## src/rtl/microcode_sequencer.sv

```systemverilog
// Microcoded control unit: 32-entry control store addressed by the
// micro-PC, external dispatch for multiway branches, instruction
// completion pulse/counter and a sticky illegal-address flag.
module microcode_sequencer (
  input  logic        clk,
  input  logic        reset,
  input  logic        en,
  input  logic [4:0]  next_address,
  output logic [4:0]  branch_target,
  output logic [4:0]  upc,
  output logic        IRWrite,
  output logic        AdrSrc,
  output logic        NextPC,
  output logic        RegW,
  output logic        MemW,
  output logic        Branch,
  output logic        ALUOp,
  output logic [1:0]  ALUSrcA,
  output logic [1:0]  ALUSrcB,
  output logic [1:0]  ResultSrc,
  output logic        instr_done,
  output logic [15:0] instr_count,
  output logic        illegal
);

  typedef enum logic [4:0] {
    S_FETCH     = 5'd0,
    S_DECODE    = 5'd1,
    S_MEMADR    = 5'd2,
    S_MEMREAD   = 5'd3,
    S_MEMWB     = 5'd4,
    S_MEMWRITE  = 5'd5,
    S_EXECUTER  = 5'd6,
    S_EXECUTEI  = 5'd7,
    S_ALUWB     = 5'd8,
    S_BRANCH    = 5'd9
  } ustate_t;

  localparam logic [4:0] LAST_LEGAL = 5'd9;

  ustate_t     upc_q;
  logic        done_q;
  logic        illegal_q;
  logic [15:0] count_q;

  logic        addr_ok;
  logic        to_fetch;

  assign addr_ok  = (next_address <= LAST_LEGAL);
  // An advance that leaves a nonzero micro-address and lands on Fetch,
  // either by a normal return or by an illegal-address redirect.
  assign to_fetch = (upc_q != S_FETCH) && (!addr_ok || (next_address == 5'd0));

  assign upc         = upc_q;
  assign illegal     = illegal_q;
  assign instr_count = count_q;
  // The completion register holds through a stall but is masked while stalled.
  assign instr_done  = done_q & en;

  // Control store: decode the current micro-address into the control word.
  always_comb begin
    IRWrite       = 1'b0;
    AdrSrc        = 1'b0;
    NextPC        = 1'b0;
    RegW          = 1'b0;
    MemW          = 1'b0;
    Branch        = 1'b0;
    ALUOp         = 1'b0;
    ALUSrcA       = 2'b00;
    ALUSrcB       = 2'b00;
    ResultSrc     = 2'b00;
    branch_target = 5'd0;
    case (upc_q)
      S_FETCH: begin
        IRWrite       = 1'b1;
        ALUSrcA       = 2'b01;
        ALUSrcB       = 2'b10;
        ResultSrc     = 2'b10;
        NextPC        = 1'b1;
        branch_target = 5'd1;
      end
      S_DECODE: begin
        ALUSrcA       = 2'b01;
        ALUSrcB       = 2'b10;
        ResultSrc     = 2'b10;
        branch_target = 5'd10;
      end
      S_MEMADR: begin
        ALUSrcB       = 2'b01;
        branch_target = 5'd11;
      end
      S_MEMREAD: begin
        AdrSrc        = 1'b1;
        branch_target = 5'd4;
      end
      S_MEMWB: begin
        ResultSrc     = 2'b01;
        RegW          = 1'b1;
      end
      S_MEMWRITE: begin
        AdrSrc        = 1'b1;
        MemW          = 1'b1;
      end
      S_EXECUTER: begin
        ALUOp         = 1'b1;
        branch_target = 5'd8;
      end
      S_EXECUTEI: begin
        ALUSrcB       = 2'b01;
        ALUOp         = 1'b1;
        branch_target = 5'd8;
      end
      S_ALUWB: begin
        RegW          = 1'b1;
      end
      S_BRANCH: begin
        ALUSrcA       = 2'b10;
        ALUSrcB       = 2'b01;
        ResultSrc     = 2'b10;
        Branch        = 1'b1;
      end
      default: begin
        branch_target = 5'd0;
      end
    endcase
  end

  // Sequencer state: micro-PC advance, illegal redirect, completion tracking.
  always_ff @(posedge clk or negedge reset) begin
    if (!reset) begin
      upc_q     <= S_FETCH;
      done_q    <= 1'b0;
      illegal_q <= 1'b0;
      count_q   <= '0;
    end else if (en) begin
      upc_q  <= addr_ok ? ustate_t'(next_address) : S_FETCH;
      done_q <= to_fetch;
      if (!addr_ok)
        illegal_q <= 1'b1;
      if (to_fetch && (count_q != '1))
        count_q <= count_q + 16'd1;
    end
  end

endmodule
```

## config.mk

```make
export PLATFORM = sky130hd
export DESIGN_NAME = microcode_sequencer
export DESIGN_NICKNAME = d
export VERILOG_FILES = /design/src/rtl/microcode_sequencer.sv
export SDC_FILE = /design/constraint.sdc
export NUM_CORES = 1
export LEC_CHECK = 0
export BUFFER_PORTS_ARGS = -buffer_cell sky130_fd_sc_hd__clkbuf_2
export CAP_MARGIN = 20
export CORE_UTILIZATION = 45
export DETAILED_ROUTE_END_ITERATION = 6
export PLACE_DENSITY = 0.74
export SYNTH_ARGS = -nofsm -noshare
export SYNTH_HDL_FRONTEND = slang
export SYNTH_SLANG_ARGS = --single-unit
```

## constraint.sdc

```tcl
create_clock -name clk -period 3.1 [get_ports clk]
set_clock_uncertainty 0.15 [all_clocks]
set_input_delay 0.155 -clock clk [delete_from_list [all_inputs] [get_ports clk]]
set_output_delay 0.155 -clock clk [all_outputs]
set_load 0.005 [all_outputs]
```

Yosys cells after proc, flatten, opt, wreduce, memory -nomap -nowiden
Index checks and enable logic that the tools add are counted.

storage, ports and cells
  register bits after elaboration = 23
  bits of input ports = 8
  output and inout bits = 41
  word-level logic and storage cells = 44

operators by class
  add/sub/neg operators = 1
  magnitude comparators = 1
  equal/unequal tests = 10
  muxes and demuxes = 11
  bitwise logic cells = 2
  reduce and logical (&&, ||, !) cells = 15

operators by type and width
  kind                                                             number
  equality test 5 x 3 -> 1 bit (second input constant)             4
  one-hot mux 4 bit (5 select lines)                               1
  adder 16 x 1 -> 16 bit (second input constant)                   1
  inequality test 16 bit (second input constant)                   1
  one-hot mux 2 bit (2 select lines)                               3
  equality test 5 x 2 -> 1 bit (second input constant)             2
  equality test 5 x 4 -> 1 bit (second input constant)             2
  zero test 5 bit                                                  2
  OR reduction 2 bit                                               4
  two-way mux 1 bit                                                6
  OR reduction 3 bit                                               2
  equality test 5 x 1 -> 1 bit (second input constant)             1
  less-or-equal comparator 5 x 4 -> 1 bit (second input constant)  1
  two-way mux 5 bit                                                1
  nonzero test 5 bit                                               1
  AND reduction 2 bit                                              2
  logical AND 1 bit                                                2
  AND 1 bit                                                        1
  zero test 1 bit                                                  1
  logical OR 1 bit                                                 1
  inverter 1 bit                                                   1

Logic depth before layout (Yosys ltp)
  depth after elaboration = 6
  mapped depth = 6
  depth with buffers taken out = 6

Worst setup path after synthesis
Ideal clock, no wire load.

  kind = register to register
  from = register upc_q[2] (netlist: upc[2])
  to = register count_q[1] (netlist: instr_count[1])
  library setup time = 125 ps
  arrival time = 1683 ps
  required time = 2825 ps
  path slack = 1143 ps
  stages on the path, launching flop included = 6
  buffers on the path = 1
  period minus slack after synthesis = 1957 ps
  path through = dfrtp_1 > or3_1 > clkbuf_1 > o31ai_4 > a211oi_4 > mux2_2

on the way
  word-level cells in the longest chain between the ends = 4

RTL lines
  element                        RTL line  text
  start, declared                41        ustate_t upc_q;
  start signal, assigned         136       upc_q <= addr_ok ? ustate_t'(next_address) : S_FETCH;
  nonzero test 5 bit             52        assign to_fetch = (upc_q != S_FETCH) && (!addr_ok || (next_address == 5'd0));
  logical AND 1 bit              52
  logical AND 1 bit              140       if (to_fetch && (count_q != '1))
  AND reduction 2 bit (no line)  n/a
  end signal, assigned           141       count_q <= count_q + 16'd1;
  end, declared                  44        logic [15:0] count_q;

No other way between the ends.
A chain may end at the register's enable or synchronous reset.

Final worst setup path
  from = input next_address[1]
  to = register count_q[15] (netlist: instr_count[15])

on the way
  word-level cells in the longest chain between the ends = 6
  elaborated cells on any way between the ends = 7
  those cells by class = 1 x order compare; 6 x reduce/logical

RTL lines
  element                                  RTL line  text
  start, declared                          8         input logic [4:0] next_address,
  less-or-equal comparator 5 x 4 -> 1 bit  49        assign addr_ok = (next_address <= LAST_LEGAL);
  zero test 1 bit                          n/a
  logical OR 1 bit (*)                     52
  logical AND 1 bit (*)                    52
  logical AND 1 bit (*)                    140
  AND reduction 2 bit (no line) (*)        n/a

Every way passes the cells marked *; elsewhere a longest branch is shown, timed or not.

==> metrics.txt <==
HP Class=in -> reg; die extent in x=roughly 55 um; Die H=roughly 55 um; met2 wire length=roughly 1.3 mm; P&R area growth vs syn=24.1%; crit start category=primary input; CTS Buf Count=3; Max Cap Viol=0; HP Start=en; leakage=0.741 nW; FP Rows=18; reg2reg path depth=4; Crit. End Element=flip-flop; crit path cell chain=dlygate4sd3_1, clkbuf_2, or4_1, and3b_4, or4b_4, nor2_1, xnor2_1; Worst-path clk slew=between 100 and 150 ps; First-pass DRT Iterations=4; Initial Utilization=around half; Longest Clk Path Bufs=2; ys async rst share=100%; r2r endpoint=instr_count[1]; total chip power=roughly 690 uW; drt via density=5.41; post-synth cell types=34; CP max FO=4; top sig layer=met4; I/O pin cnt=49; f_max=~0.43 GHz; DRT antenna net count=0; Placer Congestion=about 0.83; wire per inst=approximately 13 um; Crit Path Class=in -> reg; initial DRC count=29; outcome=complete, no violations; initial antenna violation count=0; WP data required=between 3000 and 4000 ps; Mean Syn Cell Area=between 9 and 10 um^2; final setup TNS=0 ps; Mapped Cells=between 100 and 150; most common cell after layout, fill and taps aside=clkbuf_2; Post-synth EDFFs=0; routed via count=1114; Seq/Total Area, Yosys=45.4%; most frequent cells in the layout=47 x clkbuf_2, 23 x dfrtp_1, 16 x xnor2_1, 9 x nor2_1, 9 x nand2_1; first-pass GRT wire length=approximately 4.3 mm; Worst Path Buf+Inv=2; Detail Placement HPWL=~2.0 mm; post-CTS setup buffers=0; syn_nets=around 140; Hold Violations, Final=0; routed wire length=2.70 mm; slack of the worst reg-to-reg path=1050 ps; Mapped Area=roughly 0.0013 mm^2; fin crit period=between 2000 and 2500 ps; Final Cycle Share=74.4%; htree depth=1; CP max stage cell=or4b_4; vias in the first global route=approximately 930; CTS tree=yes; clk root buf=clkbuf_4; top_reg_cell synth=dfrtp_1; GRT Residual Overflow=0; Worst Hold Slack=between 40 and 50 ps; NumNets Final=between 150 and 200; clk sink count=23; Remaining DRCs=0; Die Area=a little over 0.003 mm^2; VDD IR-drop max=0.358 mV; met3 WL=148 um; Buffers on Ports=47; post-synthesis register bit count=23; delay-heaviest family, CP=simple AND/OR/NAND/NOR gates; Critical Path AT=approximately 2400 ps; cell count of the worst hold path=2; Worst Hold Path EP=upc[4]; layout cells sized above 1=around 34%; delay of the slowest critical-path stage=approximately 570 ps; WL met1=around 1.2 mm; Slew Limit Fails=0; pin count of the biggest net entering global routing=24; Worst-Margin Slew=between 500 and 600 ps; Yosys warning count=0; Slew HR=a little over three fifths; P per Cell Area=between 400 and 500 mW/mm^2; Worst R2R Start=upc[2]; All-Layer GR Usage=a little over 20%; Core ar.=~0.0026 mm^2; Worst-Skew Late Latency=just over 300 ps; diode count=0; RSZ-0062 raised after global routing=no; final setup fails=0
cell families (layout without fill, tap and decap cells):
kind of cell | after synthesis | after routing | synth area share, %
DFF | 23 | 23 | 45.4
AOI/OAI and AO/OA | 11 | 11 | 7.60
and+or+nand+nor | 58 | 58 | 26.8
muxes | 1 | 1 | 0.888
buffers and inverters | 14 | 63 | 5.63
other | 1 | 1 | 0.296
xor gates and xnor gates | 18 | 18 | 12.4
adders and majority gates | 1 | 1 | 0.987
synth_stat cells, types with 2 or more instances:
master | instances | area [um^2]
xnor2_1 | 16 | 140
nor4_1 | 5 | 31.3
o22ai_1 | 5 | 31.3
nand3_1 | 5 | 25.0
nor2_1 | 9 | 33.8
clkbuf_1 | 3 | 11.3
nand2_1 | 9 | 33.8
nand2b_1 | 2 | 12.5
and3_1 | 2 | 12.5
dfrtp_1 | 23 | 576
or3_1 | 2 | 12.5
inv_1 | 7 | 26.3
nand4_1 | 8 | 50.1
o21ai_0 | 2 | 10.0
or2_2 | 2 | 12.5
nor3_1 | 4 | 20.0
buf_4 | 3 | 22.5
xor2_1 | 2 | 17.5
nor2b_1 | 3 | 18.8
metrics by stage:
stage                     cell area (um^2)  utilization, %  std cells  setup slack [ps]
after floorplan                       1270               -        127              1140
final                                 1570            61.3        206               793
after detailed placement              1500            58.2        197              1010
after global placement                1500            58.2        197              1060
after global routing                  1570            61.3        206               641
after CTS                             1570            61.3        206               786
registers in the layout, indices dropped and copies added, names as in the netlist:
name	flops
illegal	1
done_q	1
upc	5
instr_count	16
metal layers:
layer / vias to the layer above / GRT usage [%]
met4: 0 / 7.50
met2: 45 / 32.9
met3: 7 / 3.28
met1: 524 / 28.2
met5: - / 0
li1: 538 / -
report_power, final:
| part | total [mW] | switching, mW | internal [mW] |
|---|---|---|---|
| registers | 0.384 | 0.0497 | 0.334 |
| logic | 0.169 | 0.0809 | 0.0880 |
| clock network | 0.136 | 0.0874 | 0.0482 |
timing repair:
action / in CTS / in global routing
hold buffers: 5 / 0
hold endpoints to repair: 27 / 0
resized for setup: 0 / 0
final cells by class:
cell class                      instances  area [um^2]
Inverter                                7         26.3
Clock inverter                          1         5.00
Timing Repair Buffer                   52          285
Tap cell                               30         37.5
Multi-Input combinational cell         90          621
Clock buffer                            3         22.5
Fill cell                             235          995
Sequential cell                        23          576
worst max path at each step:
stage / from / endpoint / slack [ps] / cells past startpoint
after floorplan: upc[2] / instr_count[1] / 1140 / 5
after global placement: next_address[1] / instr_count[15] / 1060 / 6
after detailed placement: next_address[1] / instr_count[13] / 1010 / 6
after CTS: next_address[1] / instr_count[13] / 790 / 7
after global routing: upc[0] / ResultSrc[1] / 640 / 5
final: next_address[1] / instr_count[15] / 790 / 7
Note: power is estimated with default switching activity, not from simulation.
